<file path="src/rtl/ps2_kbd_ascii.sv">
// PS/2 keyboard front end: frame receiver, 8-deep scancode FIFO, make/break decoder to ASCII.
// Optional feature macro: KBD_SHIFT_EN (shift keys select uppercase letters).
module ps2_kbd_ascii #(
  parameter int unsigned TIMEOUT = 50000
) (
  input  logic       clk_i,
  input  logic       clrn_ni,
  input  logic       ps2_clk_i,
  input  logic       ps2_data_i,
  input  logic       dbg_stall_i,  // test hook: holds off decoder pops; tie low in the system
  output logic [1:0] state_o,
  output logic [7:0] kbd_ascii_o,
  output logic [7:0] key_count_o,
  output logic       err_o,
  output logic       overflow_o
);
  localparam int unsigned TmoW = $clog2(TIMEOUT + 1);
  localparam logic [7:0] CodeBrk = 8'hF0;
  localparam logic [7:0] CodeExt = 8'hE0;

  typedef enum logic [1:0] {StIdle, StBrk, StExt, StExtBrk} dec_st_e;

  function automatic logic [7:0] scan_to_ascii(input logic [7:0] code);
    unique case (code)
      8'h1C: return 8'h61;  8'h32: return 8'h62;  8'h21: return 8'h63;  8'h23: return 8'h64;
      8'h24: return 8'h65;  8'h2B: return 8'h66;  8'h34: return 8'h67;  8'h33: return 8'h68;
      8'h43: return 8'h69;  8'h3B: return 8'h6A;  8'h42: return 8'h6B;  8'h4B: return 8'h6C;
      8'h3A: return 8'h6D;  8'h31: return 8'h6E;  8'h44: return 8'h6F;  8'h4D: return 8'h70;
      8'h15: return 8'h71;  8'h2D: return 8'h72;  8'h1B: return 8'h73;  8'h2C: return 8'h74;
      8'h3C: return 8'h75;  8'h2A: return 8'h76;  8'h1D: return 8'h77;  8'h22: return 8'h78;
      8'h35: return 8'h79;  8'h1A: return 8'h7A;
      8'h45: return 8'h30;  8'h16: return 8'h31;  8'h1E: return 8'h32;  8'h26: return 8'h33;
      8'h25: return 8'h34;  8'h2E: return 8'h35;  8'h36: return 8'h36;  8'h3D: return 8'h37;
      8'h3E: return 8'h38;  8'h46: return 8'h39;
      8'h29: return 8'h20;  8'h5A: return 8'h0D;
      default: return 8'h00;
    endcase
  endfunction

  // Receiver
  logic [2:0]      clk_sync_q, dat_sync_q;
  logic [10:0]     rx_sr_q, rx_sr_d, frame;
  logic [3:0]      cnt_q, cnt_d;
  logic [TmoW-1:0] tmo_q, tmo_d;
  logic            push_q, push_d, err_q, err_d, fall;
  logic [7:0]      rx_byte_q, rx_byte_d;

  assign fall  = clk_sync_q[2] & ~clk_sync_q[1];
  assign frame = {dat_sync_q[1], rx_sr_q[10:1]};

  always_comb begin
    rx_sr_d   = rx_sr_q;
    cnt_d     = cnt_q;
    tmo_d     = '0;
    push_d    = 1'b0;
    rx_byte_d = rx_byte_q;
    err_d     = 1'b0;
    if (fall) begin
      rx_sr_d = frame;
      if (cnt_q == 4'd10) begin
        cnt_d = 4'd0;
        if (!frame[0] && frame[10] && (^frame[9:1])) begin
          push_d    = 1'b1;
          rx_byte_d = frame[8:1];
        end else begin
          err_d = 1'b1;
        end
      end else begin
        cnt_d = cnt_q + 4'd1;
      end
    end else if (cnt_q != 4'd0) begin
      if (tmo_q == TmoW'(TIMEOUT - 1)) begin
        cnt_d = 4'd0;
        err_d = 1'b1;
      end else begin
        tmo_d = tmo_q + TmoW'(1);
      end
    end
  end

  always_ff @(posedge clk_i or negedge clrn_ni) begin
    if (!clrn_ni) begin
      clk_sync_q <= 3'b111;
      dat_sync_q <= 3'b111;
      rx_sr_q    <= '0;
      cnt_q      <= '0;
      tmo_q      <= '0;
      push_q     <= 1'b0;
      rx_byte_q  <= '0;
      err_q      <= 1'b0;
    end else begin
      clk_sync_q <= {clk_sync_q[1:0], ps2_clk_i};
      dat_sync_q <= {dat_sync_q[1:0], ps2_data_i};
      rx_sr_q    <= rx_sr_d;
      cnt_q      <= cnt_d;
      tmo_q      <= tmo_d;
      push_q     <= push_d;
      rx_byte_q  <= rx_byte_d;
      err_q      <= err_d;
    end
  end

  // FIFO
  logic [7:0] mem_q [8];
  logic [2:0] wr_q, rd_q;
  logic [3:0] fcnt_q;
  logic       ovf_q, pop, full, do_push;
  logic [7:0] pop_byte;

  assign pop      = (fcnt_q != 4'd0) && !dbg_stall_i;
  assign full     = (fcnt_q == 4'd8);
  assign do_push  = push_q && (!full || pop);
  assign pop_byte = mem_q[rd_q];

  always_ff @(posedge clk_i) begin
    if (do_push) mem_q[wr_q] <= rx_byte_q;
  end

  always_ff @(posedge clk_i or negedge clrn_ni) begin
    if (!clrn_ni) begin
      wr_q   <= '0;
      rd_q   <= '0;
      fcnt_q <= '0;
      ovf_q  <= 1'b0;
    end else begin
      wr_q   <= wr_q + 3'(do_push);
      rd_q   <= rd_q + 3'(pop);
      fcnt_q <= fcnt_q + 4'(do_push) - 4'(pop);
      if (push_q && full && !pop) ovf_q <= 1'b1;
    end
  end

  // Decoder
  dec_st_e    dec_st_q, dec_st_d;
  logic [1:0] state_q, state_d;
  logic [7:0] ascii_q, ascii_d, held_q, held_d, count_q, count_d, asc, make_ascii;

  assign asc = scan_to_ascii(pop_byte);

`ifdef KBD_SHIFT_EN
  logic shift_on_q, shift_on_d, is_shift;
  assign is_shift = (pop_byte == 8'h12) || (pop_byte == 8'h59);
`endif

  always_comb begin
    make_ascii = asc;
`ifdef KBD_SHIFT_EN
    if (shift_on_q && asc >= 8'h61 && asc <= 8'h7A) make_ascii = asc - 8'h20;
`endif
  end

  always_comb begin
    dec_st_d = dec_st_q;
    state_d  = state_q;
    ascii_d  = ascii_q;
    held_d   = held_q;
    count_d  = count_q;
`ifdef KBD_SHIFT_EN
    shift_on_d = shift_on_q;
`endif
    // Release pulse lasts one cycle unless the next popped byte overrides it
    if (state_q == 2'b10) begin
      state_d = 2'b00;
      ascii_d = 8'h00;
    end
    if (pop) begin
      unique case (dec_st_q)
        StIdle: begin
          if (pop_byte == CodeBrk) dec_st_d = StBrk;
          else if (pop_byte == CodeExt) dec_st_d = StExt;
`ifdef KBD_SHIFT_EN
          else if (is_shift) shift_on_d = 1'b1;
`endif
          else if (asc != 8'h00 && pop_byte != held_q) begin
            held_d  = pop_byte;
            ascii_d = make_ascii;
            state_d = 2'b01;
            count_d = count_q + 8'd1;
          end
        end
        StBrk: begin
          dec_st_d = StIdle;
`ifdef KBD_SHIFT_EN
          if (is_shift) shift_on_d = 1'b0;
          else
`endif
          if (held_q != 8'h00 && pop_byte == held_q) begin
            state_d = 2'b10;
            held_d  = 8'h00;
          end
        end
        StExt:    dec_st_d = (pop_byte == CodeBrk) ? StExtBrk : StIdle;
        StExtBrk: dec_st_d = StIdle;
        default:  dec_st_d = StIdle;
      endcase
    end
  end

  always_ff @(posedge clk_i or negedge clrn_ni) begin
    if (!clrn_ni) begin
      dec_st_q <= StIdle;
      state_q  <= 2'b00;
      ascii_q  <= '0;
      held_q   <= '0;
      count_q  <= '0;
`ifdef KBD_SHIFT_EN
      shift_on_q <= 1'b0;
`endif
    end else begin
      dec_st_q <= dec_st_d;
      state_q  <= state_d;
      ascii_q  <= ascii_d;
      held_q   <= held_d;
      count_q  <= count_d;
`ifdef KBD_SHIFT_EN
      shift_on_q <= shift_on_d;
`endif
    end
  end

  assign state_o     = state_q;
  assign kbd_ascii_o = ascii_q;
  assign key_count_o = count_q;
  assign err_o       = err_q;
  assign overflow_o  = ovf_q;
endmodule

</file>
<file path="config.mk">
export PLATFORM = sky130hd
export DESIGN_NAME = ps2_kbd_ascii
export DESIGN_NICKNAME = d
export VERILOG_FILES = /design/src/rtl/ps2_kbd_ascii.sv
export SDC_FILE = /design/constraint.sdc
export NUM_CORES = 1
export LEC_CHECK = 0
export ABC_AREA = 0
export BUFFER_PORTS_ARGS = -buffer_cell sky130_fd_sc_hd__buf_2
export CORE_MARGIN = 5
export CORE_UTILIZATION = 32
export CTS_CLUSTER_DIAMETER = 150
export DETAILED_ROUTE_END_ITERATION = 16
export SKIP_CTS_REPAIR_TIMING = 1
export SYNTH_ARGS = -nofsm -noshare
export SYNTH_HDL_FRONTEND = slang
export SYNTH_SLANG_ARGS = --single-unit
export TNS_END_PERCENT = 10
</file>
<file path="constraint.sdc">
create_clock -name clk_i -period 4.82 [get_ports clk_i]
set_input_delay 0.964 -clock clk_i [delete_from_list [all_inputs] [get_ports clk_i]]
set_output_delay 0.964 -clock clk_i [all_outputs]
set_load 0.01 [all_outputs]
</file>
==> results by group, run 1 <==
Worst hold path
  • Hold Crit Start: clk_sync_q[0]
  • Hold Crit Endpoint: clk_sync_q[1]
  • HP Class: reg -> reg
  • Hold Crit Depth: 0

Timing
  • RSZ-0062 raised after global routing: no
  • F_max: 0.2335 GHz
  • Actual slew at the worst max-slew pin: 914.0 ps
  • Rel. slew slack: 38.84%
  • Minimum clock period: 4283 ps
  • Final hold vios: 0
  • Final Max Tran Viols: 0
  • Final worst slack: 536.7 ps
  • Final setup vio count: 0
  • Tcrit/Tclk final: 88.86%
  • Setup Skew: 12.46 ps
  • Final setup TNS: 0 ps

Yosys
  • Number of enable flip-flop cells after synthesis: 64
  • Mapped cell area: 0.007609 sq mm
  • Seq/Total Area, Yosys: 52.97%
  • Synth Instances: 663
  • Syn Area/Cell: 11.48 sq um
  • Ys async rst share: 56.76%
  • Yosys warns: 0
  • Yosys top cell by area: dfrtp_1
  • Yosys top cell area share: 25.98%
  • Syn nets: 691
  • Synth Flop Type: dfrtp_1
  • Synthesized flop and latch total: 148
  • Synth top area cells: dfrtp_1, edfxtp_1, nand2_1
  • Count of cell types in the netlist: 86

Critical path
  • Setup crit end kind: flip-flop
  • WP data required: 5130 ps
  • Critical R2R Capture: key_count_o[1]
  • Worst R2R Setup Slack: 540 ps
  • CP Class: reg -> reg
  • Reg2reg path depth: 13
  • Worst r2r src: rd_q[2]
  • CP arrival: 4590 ps
  • Critical Path Source Type: flip-flop
  • Largest fanout on the critical path: 17

Power and ir drop
  • VDD IR-drop max: 311.7 uV
  • Cell Pwr Density: 628.7 mW/mm^2
  • Seq pwr share: 30.6%
  • P_sw: 2.209 mW
  • Internal power of the cells: 3.193 mW
  • Leak pwr: 3.595 nW
  • Clock share of power: 24.4%
  • Comb power frac: 45.0%
  • Sw frac: 40.89%

Die
  • Die Y: 164.2 microns
  • Die X: 164.2 microns
  • # rows: 56
  • Core area: 0.02347 sq mm
  • Ports: 25
  • Starting Density: 32.41%
  • Die area: 0.02696 sq mm

Placement
  • Post-Place Cells: 992
  • Dpl hpwl: 11220 microns
  • IO Port Bufs: 24
  • Setup WS pre-CTS: 640.3 ps
  • Placer Congestion: 0.9660

Clocking
  • Htree depth: 4
  • Max Buffers Root-to-Sink: 2
  • Root Driver: clkbuf_16
  • CTS tree: done
  • Worst-skew pair later-pin latency: 420 ps
  • CTS Buf Count: 17
  • CTS clock-pin slew for the worst setup and hold paths: 70 ps
  • Clock sink total: 148

Drt
  • Per-cell routed wire length: 15.85 microns
  • DRC marker count from the first detailed-route iteration: 416
  • Post-route ant nets: 0
  • Via density: 4.998
  • Vias: 5118
  • DR pass1 iterations: 6
  • DRC violations left: 0
  • Detailed Route WL: 16230 microns

Global routing
  • Vias in the first global route: 5198
  • GR Util met3: 2.635%
  • Global-route wire length before repair: 27280 microns
  • Largest net degree at the start of global routing: 63
  • Grt met2 use: 20.12%
  • Antenna violations before repair: 0
  • Gr busiest metal: met2
  • Gr ovfl total: 0
  • GR Layer Usage met1: 17.25%
  • All-layer global routing usage: 12.73%

Final layout
  • Fillers: 2303
  • Layout area overhead: 12.93%
  • Ant diodes: 0
  • Layout cells sized above 1: 16.45%
  • Non-Filler Instances: 1024
  • Commonest non-fill, non-tap cell in the layout: nand2_1
  • Nets: 720
  • Most frequent cells in the layout: nand2_1, dfrtp_1, edfxtp_1, nor2_1, xnor2_1

Run status
  • Outcome: complete, no violations

Job
  • Max-cap viol count: 0
## layout make-up
| class | instances | area, sq um | share of cell area, % |
|---|---|---|---|
| multi-input cells | 460 | 3252 | 37.85 |
| inverters | 28 | 107.6 | 1.252 |
| clock inverters | 15 | 157.7 | 1.835 |
| clock buffers | 17 | 425.4 | 4.951 |
| repair buffers | 37 | 220.2 | 2.563 |
| flip-flops and latches | 148 | 4030 | 46.91 |
| well taps | 319 | 399.1 | 4.645 |
## power groups by stage
| stage | Sequential [mW] | Combinational [mW] | Clock [mW] |
|---|---|---|---|
| floorplan | 1.63 | 2.05 | 0 |
| global placement | 1.67 | 2.41 | 0 |
| detailed placement | 1.68 | 2.39 | 0 |
| CTS | 1.65 | 2.41 | 1.35 |
| global route | 1.68 | 2.67 | 1.40 |
| finish | 1.65 | 2.43 | 1.32 |
## per-stage QoR
step / util (%) / hold WS, ps / area [sq um] / total power, mW
2_1_floorplan: - / 345.2 / 7609 / 3.682
4_1_cts: 36.60 / 358.4 / 8592 / 5.413
5_1_grt: 36.60 / 365.0 / 8592 / 5.756
6_report: 36.60 / 357.9 / 8592 / 5.402
3_5_place_dp: 34.12 / 347.3 / 8009 / 4.072
3_3_place_gp: 34.12 / 346.1 / 8009 / 4.077
## synth_stat cells, types with 5 or more instances
cell type   n
nand2b_1    7
edfxtp_1   64
mux4_2      9
nor2_1     48
a21oi_1    22
dfstp_2     5
inv_1      25
dfrtp_1    79
nor4_1      7
nand3_1    27
buf_2       6
and3_1     12
a211oi_1    5
mux2_2      6
mux2i_1    21
clkbuf_1    6
nand4_1     6
xnor2_1    32
nand2_1    91
buf_6      10
nor3_1     23
o21ai_0    16
ha_1       22
nor2b_1     7
xor2_1      9
o211ai_1    9
## registers in the layout (all words and copies together) (netlist names)
register and count:
rd_q 3, dat_sync_q 2, fcnt_q 4, overflow_o 1, wr_q 3, err_o 1
cnt_q 4, tmo_q 16, push_q 1, rx_sr_q 10, key_count_o 8, kbd_ascii_o 8
dec_st_q 2, clk_sync_q 3, mem_q 64, state_o 2, rx_byte_q 8, held_q 8
## layer usage
layer	share of wire [%]	wire [microns]
met1	46	7411
met3	5.9	951
met5	0	0
met4	2.2	354
met2	46	7513
## worst max-delay path, stage by stage, from the launching register on
cell	delay, ps
dfrtp_1	750
a2111oi_0	220
or4_1	710
inv_2	210
ha_1	190
inv_1	60
nor4_1	340
nor4_1	80
a311oi_1	490
o22ai_1	160
nor4_2	270
o22ai_4	120
nand2_4	230
mux2_1	340
## worst max-delay path by stage
| stage | start | end | slack (ps) | cells past startpoint |
|---|---|---|---|---|
| 4_1_cts | rd_q[2] | key_count_o[1] | 590 | 13 |
| 5_1_grt | rd_q[2] | key_count_o[1] | 270 | 13 |
| 3_3_place_gp | rd_q[2] | key_count_o[1] | 670 | 11 |
| 2_1_floorplan | rd_q[1] | key_count_o[1] | 1300 | 16 |
| 3_5_place_dp | rd_q[2] | key_count_o[1] | 640 | 14 |
| 6_report | rd_q[2] | key_count_o[1] | 540 | 13 |
## cells by family after synthesis
| family | Yosys count | synth area share (%) |
|---|---|---|
| DFF | 148 | 52.97 |
| AOI/OAI and AO/OA | 107 | 11.08 |
| buffers and inverters | 55 | 4.292 |
| muxes | 44 | 7.860 |
| xor gates and xnor gates | 41 | 4.720 |
| adders and majority gates | 23 | 3.881 |
| and+or+nand+nor | 245 | 15.19 |
Power figures use the tool's default switching activity.
==> run 2: changes to the inputs <==
- CORE_MARGIN: 5 -> default
- SLEW_MARGIN: default -> 20
==> run 2 against run 1 <==
Effect of this change: worst setup slack worse by 130 ps; hold slack about the same; clock power about the same; via count down 2.3%; register-to-register slack worse by 130 ps; cell area up 0.29%; non-clock buffer count up 1; global-route usage up 0.86 points.
==> results by group, run 2 (same netlist as run 1, synthesis figures left out) <==
Power and ir drop
  • Clock share of power: 24.7% (was 24.4%)
  • VDD IR-drop max: 269.5 uV (was 311.7 uV)
  • Leak pwr: 3.609 nW (was 3.595 nW)
  • Seq pwr share: 30.8% (was 30.6%)
  • Pwr Total: 5.377 mW (was 5.402 mW)
  • Sw frac: 39.75% (was 40.89%)
  • Comb power frac: 44.5% (was 45.0%)
  • P_sw: 2.137 mW (was 2.209 mW)
  • Internal power of the cells: 3.240 mW (was 3.193 mW)
  • Cell Pwr Density: 624.0 mW/mm^2 (was 628.7 mW/mm^2)

Worst hold path
  • Hold Crit Start: dat_sync_q[0] (was clk_sync_q[0])
  • HP Class: reg -> reg (unchanged)

Critical path
  • CP Class: reg -> reg (unchanged)
  • Largest fanout on the critical path: 16 (was 17)
  • Worst Setup SP: rd_q[2] (unchanged)
  • Critical Path Source Type: flip-flop (unchanged)
  • Setup crit end kind: flip-flop (unchanged)
  • Worst R2R Setup Slack: 410 ps (was 540 ps)
  • WP data required: 5120 ps (was 5130 ps)
  • CP arrival: 4720 ps (was 4590 ps)
  • Worst r2r src: rd_q[2] (unchanged)

Die
  • # rows: 56 (unchanged)
  • Starting Density: 32.51% (was 32.41%)
  • Core area: 0.02340 sq mm (was 0.02347 sq mm)
  • Ports: 25 (unchanged)
  • Die Y: 156.2 microns (was 164.2 microns)
  • Die X: 156.2 microns (was 164.2 microns)
  • Die area: 0.02440 sq mm (was 0.02696 sq mm)

Placement
  • Dpl hpwl: 10840 microns (was 11220 microns)
  • IO Port Bufs: 24 (unchanged)
  • Area post-placement: 0.008016 sq mm (was 0.008009 sq mm)
  • Post-Place Cells: 993 (was 992)
  • Placer Congestion: 0.9124 (was 0.9660)

Global routing
  • All-layer global routing usage: 13.59% (was 12.73%)
  • Largest net degree at the start of global routing: 55 (was 63)
  • Gr ovfl total: 0 (unchanged)
  • Global-route wire length before repair: 25860 microns (was 27280 microns)
  • Antenna violations before repair: 0 (unchanged)
  • Vias in the first global route: 5146 (was 5198)

Clocking
  • Root Driver: clkbuf_16 (unchanged)
  • CTS Buf Count: 17 (unchanged)
  • Max Buffers Root-to-Sink: 2 (unchanged)
  • CTS tree: done (unchanged)
  • Worst-skew pair later-pin latency: 430 ps (was 420 ps)
  • CTS clock-pin slew for the worst setup and hold paths: 60 ps (was 70 ps)
  • Clock sink total: 148 (unchanged)
  • Htree depth: 4 (unchanged)

Final layout
  • Max reg flops: 64 (unchanged)
  • Commonest non-fill, non-tap cell in the layout: nand2_1 (unchanged)
  • Post-route cell area: 0.008617 sq mm (was 0.008592 sq mm)
  • Most frequent cells in the layout: nand2_1, dfrtp_1, edfxtp_1, nor2_1, xnor2_1 (unchanged)
  • Ant diodes: 0 (unchanged)
  • Most flops, register: mem_q (unchanged)
  • Non-Filler Instances: 1025 (was 1024)
  • Nets: 721 (was 720)
  • Layout area overhead: 13.25% (was 12.93%)
  • Largest regs: mem_q x64, tmo_q x16, rx_sr_q x10 (unchanged)
  • Layout cells sized above 1: 16.43% (was 16.45%)

Timing
  • Minimum clock period: 4412 ps (was 4283 ps)
  • Final hold vios: 0 (unchanged)
  • Final Max Tran Viols: 0 (unchanged)
  • Worst Hold Margin: 357.5 ps (was 357.9 ps)
  • Rel. slew slack: 42.83% (was 38.84%)
  • Final setup TNS: 0 ps (unchanged)
  • Final setup vio count: 0 (unchanged)
  • RSZ-0062 raised after global routing: no (unchanged)
  • Tcrit/Tclk final: 91.54% (was 88.86%)
  • Actual slew at the worst max-slew pin: 854.4 ps (was 914.0 ps)
  • Setup Skew: 10.41 ps (was 12.46 ps)
  • F_max: 0.2267 GHz (was 0.2335 GHz)

Drt
  • Per-cell routed wire length: 14.94 microns (was 15.85 microns)
  • Vias: 4999 (was 5118)
  • DRC marker count from the first detailed-route iteration: 305 (was 416)
  • DRC violations left: 0 (unchanged)
  • Via density: 4.877 (was 4.998)
  • DR pass1 iterations: 4 (was 6)
  • Detailed Route WL: 15310 microns (was 16230 microns)
  • Post-route ant nets: 0 (unchanged)

Job
  • Max-cap viol count: 0 (unchanged)

Run status
  • Outcome: complete, no violations (unchanged)
## run 2: path summary, 6_finish.rpt
check,endpoint,cells past startpoint
max,key_count_o[1],13
min,dat_sync_q[1],0
max reg2reg,key_count_o[1],13
min reg2reg,dat_sync_q[1],0
max in group asynchronous,clk_sync_q[0],2
min in group asynchronous,kbd_ascii_o[0],1
## run 2: layer usage
metal  global-route usage, %  routed length (microns)  part of all wire, %  vias to the layer above
met5                       0                        0                    0                        -
met4                   5.182                      205                  1.3                        0
met3                   3.028                      604                  3.9                       24
met2                   22.79                     7293                   48                      112
met1                   17.02                     7209                   47                     2405
li1                        -                        -                    -                     2458
## run 2: critical path: stages (launching register included)
cell and delay (ps):
dfrtp_1 710, buf_4 340, mux4_2 320, mux2i_1 270, buf_4 270, ha_1 290
nand3_1 130, a2111o_1 420, o311a_1 170, a211oi_2 290, nor4_2 100, o22ai_4 360
nand2_4 260, mux2_1 360
## run 2: final cells by class
type                    instances  area, sq um
repair buffers                 38        227.7
inverters                      28        107.6
clock inverters                14        171.4
clock buffers                  18        429.2
multi-input cells             460         3252
flip-flops and latches        148         4030
well taps                     319        399.1
fillers                      2312        14790
## run 2: power by group through the flow
stage | logic [mW] | registers (mW) | clock network [mW]
global placement | 2.37 | 1.68 | 0
floorplan | 2.05 | 1.63 | 0
detailed placement | 2.37 | 1.68 | 0
finish | 2.39 | 1.66 | 1.33
CTS | 2.38 | 1.66 | 1.36
global route | 2.63 | 1.68 | 1.42
## run 2: per-stage QoR
| step | setup WS, ps | util, % |
|---|---|---|
| 3_3_place_gp | 524.4 | 34.25 |
| 5_1_grt | 106.2 | 36.82 |
| 2_1_floorplan | 1297 | - |
| 4_1_cts | 440.2 | 36.82 |
| 6_report | 408.0 | 36.82 |
| 3_5_place_dp | 454.4 | 34.25 |
==> run 3: changes to the inputs <==
--- a/config.mk
+++ b/config.mk
@@ -7,4 +7,5 @@
 export LEC_CHECK = 0
 export ABC_AREA = 0
+export ABC_CLOCK_PERIOD_IN_PS = 4300
 export BUFFER_PORTS_ARGS = -buffer_cell sky130_fd_sc_hd__buf_2
 export CORE_UTILIZATION = 32
==> constraint.sdc (replaced) <==
create_clock -name clk_i -period 4.3 [get_ports clk_i]
set_input_delay 0.86 -clock clk_i [delete_from_list [all_inputs] [get_ports clk_i]]
set_output_delay 0.86 -clock clk_i [all_outputs]
set_load 0.005 [all_outputs]
==> run 3 against run 2 <==
Effect of this change: sequential share of layout area shrank 0.20 points; clock skew is essentially flat; first-iteration DRC count shrank 24%; combinational power grew 16%; highest routed layer unchanged.
==> results by group, run 3 (same netlist as run 1, synthesis figures left out) <==
Final layout
  • Layout area overhead: 13.75% (was 13.25%)
  • Most flops, register: mem_q (unchanged)
  • Nets: 728 (was 721)
  • Max reg flops: 64 (unchanged)
  • Post-route cell area: 0.008655 sq mm (was 0.008617 sq mm)
  • Largest regs: mem_q x64, tmo_q x16, rx_sr_q x10 (unchanged)
  • Ant diodes: 0 (unchanged)
  • Layout cells sized above 1: 17.39% (was 16.43%)
  • Final Util: 36.98% (was 36.82%)
  • Most frequent cells in the layout: nand2_1, dfrtp_1, edfxtp_1, nor2_1, xnor2_1 (unchanged)
  • Commonest non-fill, non-tap cell in the layout: nand2_1 (unchanged)
  • Fillers: 2310 (was 2312)

Drt
  • Via density: 4.889 (was 4.877)
  • Detailed Route WL: 15290 microns (was 15310 microns)
  • Per-cell routed wire length: 14.81 microns (was 14.94 microns)
  • DRC marker count from the first detailed-route iteration: 232 (was 305)
  • Post-route ant nets: 0 (unchanged)
  • DR pass1 iterations: 5 (was 4)
  • DRC violations left: 0 (unchanged)
  • Vias: 5045 (was 4999)

Timing
  • F_max: 0.2517 GHz (was 0.2267 GHz)
  • Final Max Tran Viols: 0 (unchanged)
  • Minimum clock period: 3974 ps (was 4412 ps)
  • RSZ-0062 raised after global routing: no (unchanged)
  • Final hold vios: 0 (unchanged)
  • Actual slew at the worst max-slew pin: 930.9 ps (was 854.4 ps)
  • Rel. slew slack: 37.71% (was 42.83%)
  • Worst Hold Margin: 356.9 ps (was 357.5 ps)
  • Final setup vio count: 0 (unchanged)
  • Setup Skew: 10.52 ps (was 10.41 ps)
  • Final setup TNS: 0 ps (unchanged)
  • Tcrit/Tclk final: 92.41% (was 91.54%)

Global routing
  • Global-route wire length before repair: 25710 microns (was 25860 microns)
  • Largest net degree at the start of global routing: 66 (was 55)
  • Antenna violations before repair: 0 (unchanged)
  • All-layer global routing usage: 13.50% (was 13.59%)
  • Vias in the first global route: 5006 (was 5146)
  • Gr ovfl total: 0 (unchanged)

Die
  • Die X: 156.2 microns (unchanged)
  • Starting Density: 32.51% (unchanged)
  • Die area: 0.02440 sq mm (unchanged)
  • Core area: 0.02340 sq mm (unchanged)
  • Die Y: 156.2 microns (unchanged)
  • Ports: 25 (unchanged)
  • # rows: 56 (unchanged)

Power and ir drop
  • Comb power frac: 45.8% (was 44.5%)
  • Internal power of the cells: 3.643 mW (was 3.240 mW)
  • P_sw: 2.422 mW (was 2.137 mW)
  • Sw frac: 39.94% (was 39.75%)
  • Seq pwr share: 30.1% (was 30.8%)
  • Cell Pwr Density: 700.8 mW/mm^2 (was 624.0 mW/mm^2)
  • VDD IR-drop max: 307.1 uV (was 269.5 uV)
  • Clock share of power: 24.0% (was 24.7%)
  • Leak pwr: 3.637 nW (was 3.609 nW)

Critical path
  • WP data required: 4640 ps (was 5120 ps)
  • Reg2reg path depth: 16 (was 13)
  • Critical Path Source Type: flip-flop (unchanged)
  • Worst R2R Setup Slack: 330 ps (was 410 ps)
  • Setup crit end kind: flip-flop (unchanged)
  • Worst Setup SP: rd_q[1] (was rd_q[2])
  • Critical R2R Capture: kbd_ascii_o[2] (was key_count_o[1])
  • CP Class: reg -> reg (unchanged)
  • Worst setup endpoint: kbd_ascii_o[2] (was key_count_o[1])
  • Largest fanout on the critical path: 14 (was 16)
  • Worst r2r src: rd_q[1] (was rd_q[2])
  • CP arrival: 4310 ps (was 4720 ps)

Clocking
  • Worst-skew pair later-pin latency: 420 ps (was 430 ps)
  • CTS Buf Count: 17 (unchanged)
  • Clock sink total: 148 (unchanged)
  • CTS tree: done (unchanged)
  • Root Driver: clkbuf_16 (unchanged)
  • Htree depth: 4 (unchanged)
  • Max Buffers Root-to-Sink: 2 (unchanged)
  • CTS clock-pin slew for the worst setup and hold paths: 60 ps (about the same)

Job
  • Max-cap viol count: 0 (unchanged)

Run status
  • Outcome: complete, no violations (unchanged)

Placement
  • Dpl hpwl: 10820 microns (was 10840 microns)
  • Placer Congestion: 0.9022 (was 0.9124)
  • IO Port Bufs: 24 (unchanged)
  • Area post-placement: 0.008054 sq mm (was 0.008016 sq mm)

Worst hold path
  • HP Class: reg -> reg (unchanged)
run 3: cell count changes in the layout (fill, tap and decap cells not counted), sizes merged:
cell	delta
bufinv	-2
clkinv	-2
inv	+4
buf	+7
run 3: how the worst min path moves through the flow:
stage / end / depth (start not counted) / from
final: clk_sync_q[1] / 0 / clk_sync_q[0]
after global routing: clk_sync_q[1] / 0 / clk_sync_q[0]
after CTS: clk_sync_q[1] / 0 / clk_sync_q[0]
after detailed placement: clk_sync_q[1] / 0 / clk_sync_q[0]
after global placement: dat_sync_q[1] / 0 / dat_sync_q[0]
after floorplan: clk_sync_q[1] / 0 / clk_sync_q[0]
run 3: power groups by stage:
| stage | Sequential, mW | Clock [mW] | Combinational [mW] |
|---|---|---|---|
| after floorplan | 1.81 | 0 | 2.30 |
| after global placement | 1.85 | 0 | 2.70 |
| after global routing | 1.86 | 1.54 | 3.06 |
| after detailed placement | 1.86 | 0 | 2.71 |
| final | 1.83 | 1.46 | 2.78 |
| after CTS | 1.83 | 1.48 | 2.72 |
run 3: cell type report:
type	instances	area, sq um	share of cell area (%)
clock buffer	18	450.4	5.205
clock inverter	14	135.1	1.561
inverter	28	107.6	1.243
multi-input combinational	460	3252	37.57
sequential	148	4030	46.57
tap	319	399.1	4.612
timing repair buffer	45	280.3	3.238
run 3: metrics by stage:
stage	power [mW]	worst slack, ps	std cells
2_1_floorplan	4.107	777.5	663
3_3_place_gp	4.554	357.3	998
3_5_place_dp	4.567	261.1	998
4_1_cts	6.035	236.7	1030
5_1_grt	6.461	43.60	1032
6_report	6.065	326.4	1032
run 3: critical path, cell delays in order, from the launching register on:
cell,delay (ps)
dfrtp_1,470
buf_4,240
nand2b_1,160
a211oi_1,50
or4_1,470
buf_4,210
ha_1,360
inv_1,120
o31a_1,150
nor4_1,50
a311oi_1,440
o22ai_1,150
nor4_2,290
o22ai_4,170
nand2_4,90
buf_4,250
mux2i_1,220
run 3: per-layer routing:
| metal | global-route usage, % | wire [microns] | vias up |
|---|---|---|---|
| li1 | - | - | 2477 |
| met5 | 0 | 0 | - |
| met2 | 21.47 | 7036 | 132 |
| met3 | 3.278 | 676 | 28 |
| met4 | 5.182 | 331 | 0 |
| met1 | 17.68 | 7244 | 2408 |
